--- src/rtl/atm_timeout_pkg.sv ---
// Shared types for the ATM session inactivity timeout controller.
// State encoding doubles as the externally visible phase code.
package atm_timeout_pkg;

  localparam int CNT_W = 32;

  typedef enum logic [2:0] {
    S_IDLE  = 3'd0,
    S_PIN   = 3'd1,
    S_MENU  = 3'd2,
    S_CASH  = 3'd3,
    S_WARN  = 3'd4,
    S_EJECT = 3'd5
  } state_t;

  typedef enum logic [1:0] {
    CAUSE_NONE = 2'd0,
    CAUSE_PIN  = 2'd1,
    CAUSE_MENU = 2'd2,
    CAUSE_CASH = 2'd3
  } cause_t;

  function automatic logic is_timed(state_t s);
    return (s == S_PIN) || (s == S_MENU) ||
           (s == S_CASH) || (s == S_WARN);
  endfunction

endpackage

--- src/rtl/atm_cycle_counter.sv ---
// Saturating cycle counter with a combinational expiry compare.
// Expiry fires when the count reaches limit-1.
module atm_cycle_counter #(
  parameter int CNT_W = atm_timeout_pkg::CNT_W
) (
  input  logic             clk,
  input  logic             rst,
  input  logic             clear,
  input  logic             enable,
  input  logic [CNT_W-1:0] limit,
  output logic             expired
);

  logic [CNT_W-1:0] count;

  always_ff @(posedge clk) begin
    if (!rst) begin
      count <= '0;
    end else if (clear) begin
      count <= '0;
    end else if (enable && (count != '1)) begin
      count <= count + 1'b1;
    end
  end

  assign expired = (count == (limit - 1'b1));

endmodule

--- src/rtl/atm_session_timeout_ctrl.sv ---
// Inactivity timeout sequencer for one ATM customer session.
// One counter is reloaded with a per-phase limit on every state entry.
module atm_session_timeout_ctrl #(
  parameter int               CNT_W      = 32,
  parameter logic [CNT_W-1:0] PIN_LIMIT  = 32'd30000000,
  parameter logic [CNT_W-1:0] MENU_LIMIT = 32'd60000000,
  parameter logic [CNT_W-1:0] CASH_LIMIT = 32'd30000000,
  parameter logic [CNT_W-1:0] WARN_LIMIT = 32'd10000000
) (
  input  logic       clk,
  input  logic       rst,
  input  logic       card_in,
  input  logic       key_event,
  input  logic       pin_ok,
  input  logic       cash_presented,
  input  logic       cash_taken,
  output logic       active,
  output logic [2:0] phase,
  output logic       timeout_warn,
  output logic       session_abort,
  output logic [1:0] abort_cause
);

  import atm_timeout_pkg::*;

  state_t           state;
  state_t           state_nxt;
  state_t           resume;
  state_t           resume_nxt;
  cause_t           cause;
  cause_t           cause_nxt;
  logic             restart;
  logic             abort_now;
  logic             expired;
  logic             clear;
  logic [CNT_W-1:0] limit;

  always_comb begin
    limit = PIN_LIMIT;
    unique case (state)
      S_MENU:  limit = MENU_LIMIT;
      S_CASH:  limit = CASH_LIMIT;
      S_WARN:  limit = WARN_LIMIT;
      default: limit = PIN_LIMIT;
    endcase
  end

  assign clear = restart || (state_nxt != state);

  atm_cycle_counter #(
    .CNT_W (CNT_W)
  ) u_counter (
    .clk     (clk),
    .rst     (rst),
    .clear   (clear),
    .enable  (is_timed(state)),
    .limit   (limit),
    .expired (expired)
  );

  always_comb begin
    state_nxt  = state;
    resume_nxt = resume;
    cause_nxt  = cause;
    restart    = 1'b0;
    abort_now  = 1'b0;
    // Card removal beats everything except reset and never aborts.
    if ((state != S_IDLE) && !card_in) begin
      state_nxt = S_IDLE;
    end else begin
      unique case (state)
        S_IDLE: begin
          if (card_in) begin
            state_nxt = S_PIN;
            cause_nxt = CAUSE_NONE;
          end
        end
        S_PIN: begin
          if (pin_ok) begin
            state_nxt = S_MENU;
          end else if (key_event) begin
            restart = 1'b1;
          end else if (expired) begin
            state_nxt  = S_WARN;
            resume_nxt = S_PIN;
          end
        end
        S_MENU: begin
          if (cash_presented) begin
            state_nxt = S_CASH;
          end else if (key_event) begin
            restart = 1'b1;
          end else if (expired) begin
            state_nxt  = S_WARN;
            resume_nxt = S_MENU;
          end
        end
        S_CASH: begin
          if (cash_taken) begin
            state_nxt = S_MENU;
          end else if (expired) begin
            state_nxt = S_EJECT;
            abort_now = 1'b1;
            cause_nxt = CAUSE_CASH;
          end
        end
        S_WARN: begin
          if (key_event) begin
            state_nxt = resume;
          end else if (expired) begin
            state_nxt = S_EJECT;
            abort_now = 1'b1;
            cause_nxt = (resume == S_PIN) ? CAUSE_PIN
                                          : CAUSE_MENU;
          end
        end
        S_EJECT: state_nxt = S_EJECT;
        default: state_nxt = S_IDLE;
      endcase
    end
  end

  always_ff @(posedge clk) begin
    if (!rst) begin
      state         <= S_IDLE;
      resume        <= S_PIN;
      cause         <= CAUSE_NONE;
      active        <= 1'b0;
      timeout_warn  <= 1'b0;
      session_abort <= 1'b0;
    end else begin
      state         <= state_nxt;
      resume        <= resume_nxt;
      cause         <= cause_nxt;
      active        <= is_timed(state_nxt);
      timeout_warn  <= (state_nxt == S_WARN);
      session_abort <= abort_now;
    end
  end

  assign phase       = state;
  assign abort_cause = cause;

endmodule
--- config.mk ---
export PLATFORM = sky130hd
export DESIGN_NAME = atm_session_timeout_ctrl
export DESIGN_NICKNAME = d
export VERILOG_FILES = /design/src/rtl/atm_timeout_pkg.sv /design/src/rtl/atm_cycle_counter.sv /design/src/rtl/atm_session_timeout_ctrl.sv
export SDC_FILE = /design/constraint.sdc
export NUM_CORES = 1
export LEC_CHECK = 0
export BUFFER_PORTS_ARGS = -buffer_cell sky130_fd_sc_hd__buf_2
export CAP_MARGIN = 20
export CORE_ASPECT_RATIO = 1.4
export CORE_UTILIZATION = 66
export DETAILED_ROUTE_END_ITERATION = 16
export GPL_TIMING_DRIVEN = 0
export PLACE_DENSITY = 0.85
export RECOVER_POWER = 100
export SLEW_MARGIN = 10
export SYNTH_ARGS = -nofsm -noshare
export SYNTH_HDL_FRONTEND = slang
export SYNTH_SLANG_ARGS = --single-unit
--- constraint.sdc ---
create_clock -name clk -period 4.5 [get_ports clk]
set_input_delay 1.35 -clock clk [delete_from_list [all_inputs] [get_ports clk]]
set_output_delay 1.35 -clock clk [all_outputs]
set_load 0.1 [all_outputs]
Yosys cells after proc, flatten, opt, wreduce, memory -nomap -nowiden
Index checks and enable logic that the tools add are counted.

Output and inout bits: 8. Word-level logic and storage cells: 87. Bits of input ports: 7. Flip-flop bits (word level): 43.

Multiplexer cells: 34. Bitwise operators: 2. Equal/unequal tests: 24. Add/sub/neg operators: 2. Reduce and logical (&&, ||, !) cells: 18.

Operator list (count): $pmux W26 S2 (1); $mux W3 (15); $add A32 B1 Y32 const B (1); $eq A32 B32 Y1 (1); $ne A32 B32 Y1 const B (1); $sub A26 B1 Y27 const B (1); $ne A2 B2 Y1 const B (11); $pmux W3 S6 (1); $eq A3 B2 Y1 const B (4); $mux W2 (6); $eq A3 B1 Y1 const B (3); $eq A3 B3 Y1 const B (3); $reduce_and A8 Y1 (1); $logic_or A1 B1 Y1 (7); $mux W1 (7); $reduce_and A7 Y1 (1); $pmux W2 S3 (1); $pmux W3 S2 (1); $reduce_bool A3 Y1 (2); $pmux W1 S2 (2); $reduce_or A2 Y1 (2); $logic_not A3 Y1 (1); $ne A3 B3 Y1 (1); $logic_and A1 B1 Y1 (2); 3 further kinds (4).

Depth between registers and ports, before layout
Gate-level depths: netlist of the first run.

Depth in word-level cells: 13. Mapped depth: 10. Depth with buffers taken out: 7.

Modules after synthesis
A second synthesis of the first run with hierarchy kept.

Cells, all modules: 436. Area, all modules: 3383.2 µm².

Modules (own cells, without submodules): atm_cycle_counter (seq. area each 640.6 µm², area each 2607.5 µm², cells each 340, instances 1); atm_session_timeout_ctrl (seq. area each 200.2 µm², area each 775.7 µm², cells each 96, instances 1).

Worst setup path after synthesis of the first run
OpenSTA, ideal clock, no wires.

Path type: register to register. Start: register state[2] (netlist: phase[2]). End: register u_counter.count[16]. Arrival time: 3.093 ns. Data required time: 4.387 ns. Buffers on the path: 2. Clock period less this slack: 3.206 ns. Stages on the path, launching flop included: 10. Library setup time: 0.113 ns. Path slack: 1.294 ns. Path through: dfxtp_1 > clkbuf_1 > xnor2_1 > or4b_4 > a2111o_1 > and4bb_4 > o21ai_2 > a31oi_4 > buf_6 > nor2_1.

Longest elaborated chain between the ends: 12. Elaborated cells on any way between the ends: 30. Classes of those cells: 1 x add/sub; 7 x eq/ne; 13 x mux; 9 x reduce/logical.

RTL lines: from (decl) (RTL line atm_session_timeout_ctrl.sv:26) `state_t state;`; from (signal assigned) (RTL line atm_session_timeout_ctrl.sv:132) `state <= state_nxt;`; $eq A3 B3 Y1 or $eq A3 B2 Y1 (tied branches); $pmux W26 S2 (RTL line atm_session_timeout_ctrl.sv:40) `unique case (state)`; $sub A26 B1 Y27 (RTL line atm_cycle_counter.sv:26) `assign expired = (count == (limit - 1'b1));`; $eq A32 B32 Y1 (RTL line atm_cycle_counter.sv:26); $mux W3 (RTL line atm_session_timeout_ctrl.sv:83, atm_session_timeout_ctrl.sv:93); $mux W3 (RTL line atm_session_timeout_ctrl.sv:91) `end else if (key_event) begin`; $mux W3, on equally long branches (RTL line atm_session_timeout_ctrl.sv:89, atm_session_timeout_ctrl.sv:79); $pmux W3 S6 (RTL line atm_session_timeout_ctrl.sv:71) `unique case (state)`; $mux W3 (RTL line atm_session_timeout_ctrl.sv:68) `if ((state != S_IDLE) && !card_in) begin`; $ne A3 B3 Y1 (RTL line atm_session_timeout_ctrl.sv:48) `assign clear = restart || (state_nxt != state);`; $logic_or A1 B1 Y1 (RTL line atm_session_timeout_ctrl.sv:48); $reduce_or A2 Y1 (no source line); to (signal assigned) (RTL line atm_cycle_counter.sv:22) `count <= count + 1'b1;`; to (decl) (RTL line atm_cycle_counter.sv:14) `logic [CNT_W-1:0] count;`.

Parallel ways exist; a longest one is shown, timed or not. A chain may end at the register's enable or synchronous reset.

Worst setup path after layout of the first run
Start: register u_counter.count[22]. End: register u_counter.count[14].

Longest elaborated chain between the ends: 9. Elaborated cells on any way between the ends: 15. Classes of those cells: 3 x eq/ne; 9 x mux; 3 x reduce/logical.

RTL lines (RTL line): $eq A32 B32 Y1 (atm_cycle_counter.sv:26); $mux W3 (atm_session_timeout_ctrl.sv:83, atm_session_timeout_ctrl.sv:93); $mux W3 (atm_session_timeout_ctrl.sv:91); $mux W3, on equally long branches (atm_session_timeout_ctrl.sv:89, atm_session_timeout_ctrl.sv:79); $pmux W3 S6 (atm_session_timeout_ctrl.sv:71); $mux W3 (atm_session_timeout_ctrl.sv:68); $ne A3 B3 Y1 (atm_session_timeout_ctrl.sv:48); $logic_or A1 B1 Y1 (atm_session_timeout_ctrl.sv:48); $reduce_or A2 Y1 (no source line).

Parallel ways exist; a longest one is shown, timed or not.

==> results.toml, run 1 <==
[power_and_ir_drop]
power.total_mw = 0.9712
power_density_nw_per_um2 = 334.0
leakagePower_nw = 0.9945
irDropWorstVdd_mv = 0.3190

[clock_tree]
hold_buffers = 0
cts.clk_slew.worst_paths_ps = 80
htree_levels = 2
post-cts-setup-buffer-count = 0
cts.repair.resized = 0
cts_tree = "built"
cts_buffers = 5
root_buffer = "clkbuf_8"
cts.path.max_buffers = 2
cts_sinks = 42
insertion_delay_ps = 300

[detailed_routing]
viasPerCell = 6.238
route.detailed.drc = 0
drtIter0Drc = 165
drtAntennaViolNets = 0
drtPass1Iterations = 4
num_vias = 2595
drt-total-wl_um = 6973
drt-wirelength-per-cell_um = 16.76

[critical_path]
rr_worst_depth = 8
critical_path_class = "register to register"
crit_family = "compound AO/OA/AOI/OAI gates"
cp.arrival_ps = 3800
max_stage_delay_ps = 1010
cp_max_fo = 10
startpoint_type = "register"
r2r_slack_ps = 900
worst_r2r_endpoint = "u_counter.count[14]$_SDFFE_PP0P_"
critPathCaptureType = "register"
cp.required_ps = 4700
slowest_stage = "a2111oi_0"
path_common_cell = "or4b_1"
crit_start = "u_counter.count[22]$_SDFFE_PP0P_"
path_cells = "or4b_1, or4b_1, a2111oi_0, a31oi_1, o21a_1, a31oi_4, buf_6, nor2_1"
crit_buf_inv = 1
r2r-start = "u_counter.count[22]$_SDFFE_PP0P_"

[outcome]
status = "complete, no violations"

[synthesis]
synthArstFlopShare_pct = 0
synthCells = 350
ys_seq_area_share_pct = 30.81
avgSynthCellArea_um2 = 7.797
syn_area_um2 = 2729
synth_area_leader_cell = "dfxtp_1"
syn-num-nets = 358
yosys_warnings = 0
synth_area_leaders = "dfxtp_1 (31%), xnor2_1 (8.0%), nand2_1 (6.9%), nor2_1 (5.9%), nand4_1 (4.1%)"
synth_top_area_share_pct = 30.81
synthFlopType = "dfxtp_1"
ys_seq_elements = 42
synth_edf_count = 0
ys_types = 54

[placed_design]
portBuffers = 14
dp.cells = 408
hpwl_um = 5158
place_congestion = 0.9516
pre_cts_ws_ps = 1188

[final_layout]
fin_nets = 380
synthToLayoutAreaGrowth_pct = 6.557
multi_input_area_um2 = 1722
drive_gt1_share_pct = 6.702
fillers = 336
stdcell_count = 416
final_common_cell = "nand2_1"
area.sequential_um2 = 840.8
num_antenna_cells = 0
layout_common_cells = "nand2_1 (50), nor2_1 (45), dfxtp_1 (42)"

[floorplanning]
ioPinCount = 15
dieArea_um2 = 4399
rows = 27
start_util_pct = 69.04
fp.dieH_um = 78.08
die_x_um = 56.35
core_um2 = 3953

[timing]
skew_ps = 8.355
finalCriticalPeriod_ps = 3604
final_hold_viol_count = 0
setup_viol = 0
worstMarginPinSlew_ps = 1160
max_clock_freq_mhz = 277.5
post-route-period-util_pct = 80.09
fin_tns_setup_ps = 0
rsz0062_at_grt = "false"
finalWorstSetupSlack_ps = 896.1
maxSlewHeadroom_pct = 20.66
slew_violations = 0

[flow_run]
max_cap_viol_count = 0

[grt]
grt_pass1_wl_um = 11470
grt_start_max_net_pins = 13
gr-total-overflow = 0
grt_pass1_vias = 2508
antenna_found_initial = 0
grt_util_all_layers_pct = 33.54

[hold_path]
hp-class = "register to register"
whs_path_depth = 2
min_to = "abort_cause[0]$_SDFFE_PN0P_"
hp-start = "abort_cause[0]$_SDFFE_PN0P_"
metal layers:
metal	global-route usage, %	vias to the layer above	part of all wire, %
li1	-	1285	-
met1	36.00	1207	39
met2	60.83	79	52
met3	5.272	24	3.9
met4	20.00	0	4.8
met5	0	-	0
report_power, final:
group	switching [mW]	internal [mW]
Sequential	0.00826	0.381
Combinational	0.201	0.0831
Clock	0.131	0.166
cells in the mapped netlist, drive strengths merged (7+ instances only):
master,number
nand2,50
nand3,19
dfxtp,42
clkbuf,13
xnor2,25
inv,10
nor4,11
and2,7
nand4,18
a21oi,9
o21ai,10
xor2,7
mux2i,7
nor3b,8
nor2,46
worst reg2reg max path, stage by stage, from the launching register on:
cell       delay [ps]
dfxtp_1           380
or4b_1            520
or4b_1            530
a2111oi_0        1010
a31oi_1           280
o21a_1            270
a31oi_4           260
buf_6             200
nor2_1             50
cells by family (layout without fill, tap and decap cells):
| logic type | count (synthesis) | after routing | synth area share, % |
|---|---|---|---|
| flops | 42 | 42 | 30.81 |
| buf+inv | 26 | 49 | 4.402 |
| xor+xnor | 32 | 32 | 10.27 |
| mux | 7 | 7 | 2.568 |
| compound gates | 42 | 42 | 12.01 |
| fa+ha+maj | 1 | 1 | 0.4584 |
| simple gates | 200 | 200 | 39.48 |
worst max path at each step:
stage | to | cells after the start
2_1_floorplan | u_counter.count[16]$_SDFFE_PP0P_ | 9
3_3_place_gp | u_counter.count[22]$_SDFFE_PP0P_ | 10
3_5_place_dp | u_counter.count[18]$_SDFFE_PP0P_ | 10
4_1_cts | abort_cause[1]$_SDFFE_PN0P_ | 7
5_1_grt | u_counter.count[19]$_SDFFE_PP0P_ | 9
6_report | u_counter.count[14]$_SDFFE_PP0P_ | 8
flip-flops by register name, summed over array words and instances (netlist names):
| signal | count |
|---|---|
| u_counter.count | 32 |
| phase | 3 |
| abort_cause | 2 |
| resume | 2 |
| active | 1 |
| session_abort | 1 |
| timeout_warn | 1 |
layout make-up:
class                      instances  share of cell area, %
sequential                        42                  28.92
multi-input combinational        282                  59.21
inverter                          10                  1.291
clock buffer                       7                  2.625
buffer                            16                  2.840
timing repair buffer              15                  2.238
clock inverter                     1                  1.033
tap                               43                  1.850
per-stage QoR:
stage	cell area, um2	utilization [%]	hold slack [ps]
after floorplan	2729	-	463.5
after global placement	2853	72.17	521.0
after detailed placement	2858	72.30	515.0
after CTS	2964	74.99	524.7
after global routing	2908	73.57	550.5
final	2908	73.57	522.9
Note: power is estimated with default switching activity, not from simulation.
==> run 2: changes to the inputs <==
- CORE_UTILIZATION: 66 -> 61
- PLACE_DENSITY: 0.85 -> 0.8
- clock period: 4.5 -> 3.8 ns (I/O delays scaled with it)
==> run 2 against run 1 <==
Net effect: sequential power grew 18%; die area increased by 7.9%; design area is 1.1% higher; global-route usage down 2.1 points; first-iteration DRC count up 62%; clock power grew 19%; critical path depth did not move.
==> results.toml, run 2 (synthesis gave the netlist of run 1 again) <==
[final_layout]
largest_reg_flops = 32
synthToLayoutAreaGrowth_pct = 7.749
fin_nets = 380
largest_register = "u_counter.count"
area.sequential_um2 = 840.8
drive_gt1_share_pct = 6.971
layout_common_cells = "nand2_1 (50), nor2_1 (45), dfxtp_1 (42)"
stdcell_count = 433
multi_input_area_um2 = 1730
fin_area_um2 = 2940
fillers = 400
final_common_cell = "nand2_1"
num_antenna_cells = 0

[floorplanning]
core_um2 = 4274
fp.dieH_um = 81.14
start_util_pct = 63.85
ioPinCount = 15
dieArea_um2 = 4749
die_x_um = 58.53
rows = 28

[timing]
max_clock_freq_mhz = 311.5
slew_violations = 0
worstMarginPinSlew_ps = 1165
final_hold_viol_count = 0
rsz0062_at_grt = "false"
fin_tns_setup_ps = 0
maxSlewHeadroom_pct = 22.64
finalCriticalPeriod_ps = 3210
finalWorstSetupSlack_ps = 589.9
post-route-period-util_pct = 84.48
setup_viol = 0
skew_ps = 7.422

[critical_path]
cp.required_ps = 4010
startpoint_type = "register"
critPathCaptureType = "register"
critical_path_class = "register to register"
r2r_slack_ps = 590
r2r-start = "phase[2]$_SDFF_PN0_"
rr_worst_depth = 8
cp.arrival_ps = 3420
cp_max_fo = 8
worst_r2r_endpoint = "abort_cause[1]$_SDFFE_PN0P_"
crit_start = "phase[2]$_SDFF_PN0_"
crit_path_end = "abort_cause[1]$_SDFFE_PN0P_"

[placed_design]
hpwl_um = 5074
dp.cells = 425
place_area_um2 = 2879
pre_cts_ws_ps = 673.0
portBuffers = 14
place_congestion = 0.9573

[clock_tree]
post-cts-setup-buffer-count = 0
hold_buffers = 0
cts_tree = "built"
htree_levels = 2
cts.clk_slew.worst_paths_ps = 80
cts.path.max_buffers = 2
cts_sinks = 42
cts.repair.resized = 0
root_buffer = "clkbuf_8"
cts_buffers = 5
insertion_delay_ps = 310

[detailed_routing]
num_vias = 2598
drtIter0Drc = 268
route.detailed.drc = 0
drtAntennaViolNets = 0
drt-total-wl_um = 6727
drtPass1Iterations = 4
viasPerCell = 6.000
drt-wirelength-per-cell_um = 15.54

[grt]
grt_pass1_vias = 2500
grt_start_max_net_pins = 14
antenna_found_initial = 0
grt_pass1_wl_um = 11180
grt_util_all_layers_pct = 31.39
gr-total-overflow = 0

[power_and_ir_drop]
irDropWorstVdd_mv = 0.2412
power_density_nw_per_um2 = 391.0
leakagePower_nw = 1.001

[hold_path]
hp-class = "register to register"

[flow_run]
max_cap_viol_count = 0

[outcome]
status = "complete, no violations"
[run 2: changes by cell type in the layout (fill, tap and decap cells not counted), sizes merged]
cell | previous run | this run
clkbuf | 28 | 26
clkinv | 0 | 2
[run 2: routing by layer]
metal	global-route usage [%]	part of all wire (%)	wire, um	vias up
li1	-	-	-	1291
met1	32.03	39	2643	1194
met2	57.93	52	3468	84
met3	6.051	4.4	297	29
met4	19.05	4.7	318	0
met5	0	0	0	-
[run 2: area by class of cell]
type,instances,share of cell area [%]
tap,60,2.553
timing repair buffer,15,2.213
buffer,16,2.809
sequential,42,28.60
clock inverter,3,1.362
inverter,10,1.277
clock buffer,5,2.340
multi-input combinational,282,58.85
[run 2: worst min path at each step]
stage                                startpoint                          end  slack [ps]  depth (start not counted)
floorplan                resume[0]$_SDFFE_PN1P_       resume[0]$_SDFFE_PN1P_         460                          2
global placement    abort_cause[0]$_SDFFE_PN0P_  abort_cause[0]$_SDFFE_PN0P_         510                          2
detailed placement  abort_cause[0]$_SDFFE_PN0P_  abort_cause[0]$_SDFFE_PN0P_         530                          2
CTS                 abort_cause[0]$_SDFFE_PN0P_  abort_cause[0]$_SDFFE_PN0P_         540                          2
global route        abort_cause[0]$_SDFFE_PN0P_  abort_cause[0]$_SDFFE_PN0P_         550                          2
finish              abort_cause[0]$_SDFFE_PN0P_  abort_cause[0]$_SDFFE_PN0P_         540                          2
[run 2: through the flow]
| stage | hold slack (ps) | util, % | total power, mW |
|---|---|---|---|
| floorplan | 463.5 | - | 0.7438 |
| global placement | 512.0 | 67.24 | 0.8100 |
| detailed placement | 527.3 | 67.36 | 0.8151 |
| CTS | 537.7 | 69.91 | 1.166 |
| global route | 549.4 | 68.79 | 1.200 |
| finish | 535.4 | 68.79 | 1.150 |
[run 2: worst max-delay path, stage by stage, from the launching register on]
cell and delay, ps:
dfxtp_1 330, clkbuf_1 360, xnor2_1 210, or4b_1 620
a2111oi_0 520, nand2_1 170, o21ai_0 470, a21oi_1 130
a311oi_1 290
[run 2: report_power, final]
group	internal [mW]	switching, mW
Combinational	0.0966	0.239
Clock	0.193	0.159
Sequential	0.452	0.0102
Total	0.741	0.408
==> run 3: changes to the inputs <==
- clock period: 3.8 -> 3 ns (I/O delays scaled with it)
==> run 3 against run 2 <==
Net effect: design area up 4.1%; routed wire length grew 10%; sequential power grew 28%; worst hold slack got worse by 12 ps; power up 34%; via count is 3.8% higher; non-clock buffer count increased by 2; register-to-register slack got worse by 540 ps; combinational power is 46% higher; largest power group unchanged; largest cell class unchanged.
==> results.toml, run 3 (synthesis gave the netlist of run 1 again) <==
[floorplanning]
dieArea_um2 = 4749
ioPinCount = 15
fp.dieH_um = 81.14
rows = 28
die_x_um = 58.53
start_util_pct = 63.85
core_um2 = 4274

[detailed_routing]
drt-total-wl_um = 7402
num_vias = 2698
drtPass1Iterations = 5
drtIter0Drc = 243
drtAntennaViolNets = 0
viasPerCell = 6.202
route.detailed.drc = 0
drt-wirelength-per-cell_um = 17.02

[critical_path]
r2r-start = "u_counter.count[14]$_SDFFE_PP0P_"
cp.arrival_ps = 3150
rr_worst_depth = 9
startpoint_type = "register"
max_stage_delay_ps = 530
critPathCaptureType = "register"
crit_start = "u_counter.count[14]$_SDFFE_PP0P_"
cp.required_ps = 3200
slowest_stage = "or4b_4"
cp_max_fo = 10
critical_path_class = "register to register"
path_cells = "or4b_1, or4b_4, a2111oi_4, buf_4, nand3_1, o21a_1, buf_1, nand2_1, nor2_2"

[timing]
fin_tns_setup_ps = 0
skew_ps = 15.32
max_clock_freq_mhz = 339.2
hold_ws_ps = 523.7
finalCriticalPeriod_ps = 2948
setup_viol = 0
maxSlewHeadroom_pct = 22.55
post-route-period-util_pct = 98.27
final_hold_viol_count = 0
slew_violations = 0
rsz0062_at_grt = "true"
worstMarginPinSlew_ps = 1167

[grt]
grt_start_max_net_pins = 14
grt_pass1_vias = 2534
grt_pass1_wl_um = 11780
grt_util_all_layers_pct = 32.58
antenna_found_initial = 0
gr-total-overflow = 0

[clock_tree]
root_buffer = "clkbuf_8"
cts_tree = "built"
cts_sinks = 42
cts.clk_slew.worst_paths_ps = 90
cts.path.max_buffers = 2
insertion_delay_ps = 300
cts_buffers = 5
hold_buffers = 0
htree_levels = 2

[final_layout]
num_antenna_cells = 0
fin_nets = 382
largest_register = "u_counter.count"
multi_input_area_um2 = 1798
fillers = 379
final_common_cell = "nand2_1"
largest_reg_flops = 32
stdcell_count = 435
drive_gt1_share_pct = 13.33
postLayoutCoreUtil_pct = 71.63
layout_common_cells = "nand2_1 (50), nor2_1 (43), dfxtp_1 (36)"
synthToLayoutAreaGrowth_pct = 12.20
area.sequential_um2 = 848.3

[hold_path]
whs_path_depth = 2
hp-class = "register to register"
hp-start = "abort_cause[0]$_SDFFE_PN0P_"

[power_and_ir_drop]
power_density_nw_per_um2 = 502.1
irDropWorstVdd_mv = 0.4075
leakagePower_nw = 1.043
power.total_mw = 1.537

[placed_design]
place_congestion = 0.9552
dp.cells = 424
hpwl_um = 5399
portBuffers = 14

[flow_run]
max_cap_viol_count = 0

[outcome]
status = "complete, no violations"
-- run 3: cell count changes in the layout (fill, tap and decap cells not counted), moves of 3 or more --
cell	before	now
dfxtp_2	0	6
buf_4	0	3
clkbuf_1	21	16
dfxtp_1	42	36
clkbuf_2	0	3
-- run 3: final timing paths --
kind / end / slack, ps
setup reg to reg: u_counter.count[15]$_SDFFE_PP0P_ / 50
setup / recovery: u_counter.count[15]$_SDFFE_PP0P_ / 50
hold reg to reg: abort_cause[0]$_SDFFE_PN0P_ / 520
hold / removal: abort_cause[0]$_SDFFE_PN0P_ / 520
-- run 3: timing repair --
| action | in CTS | in global routing |
|---|---|---|
| cloned | 0 | 2 |
| buffers inserted | 0 | 3 |
| endpoints found under the setup margin | 32 | 36 |
| resized for setup | 2 | 20 |
| endpoints found under the hold margin | 0 | 0 |
| pin swaps | 0 | 4 |
-- run 3: per-stage QoR --
stage               setup WS [ps]  instance area, um2
global route               -37.15                3062
detailed placement         -36.76                2877
CTS                         11.49                2992
floorplan                   98.05                2731
global placement           -59.35                2877
finish                      51.77                3062
-- run 3: layout make-up --
type                       instances  area share, %
multi-input combinational        282          58.72
sequential                        42          27.71
timing repair buffer              19          3.719
buffer                            14          2.575
tap                               60          2.452
clock buffer                       6          2.370
clock inverter                     2          1.226
inverter                          10          1.226
-- run 3: layer usage --
| metal | track usage [%] | part of all wire, % | up-vias |
|---|---|---|---|
| met1 | 34.18 | 38 | 1262 |
| met5 | 0 | 0 | - |
| met4 | 17.38 | 6.2 | 0 |
| met2 | 61.38 | 52 | 90 |
| li1 | - | - | 1300 |
| met3 | 4.618 | 3.7 | 46 |
-- run 3: power by group --
group	internal [mW]	total (mW)	leakage, nW	switching, mW
Clock	0.249	0.454	0.0514	0.206
Combinational	0.164	0.490	0.649	0.326
Sequential	0.573	0.593	0.342	0.0207
-- run 3: critical path, delay by kind of cell (launching register included) --
family,cells,cell delay [ps]
and+or+nand+nor,5,1310
AOI/OAI and AO/OA,2,730
buffers and inverters,2,450
DFF,1,350
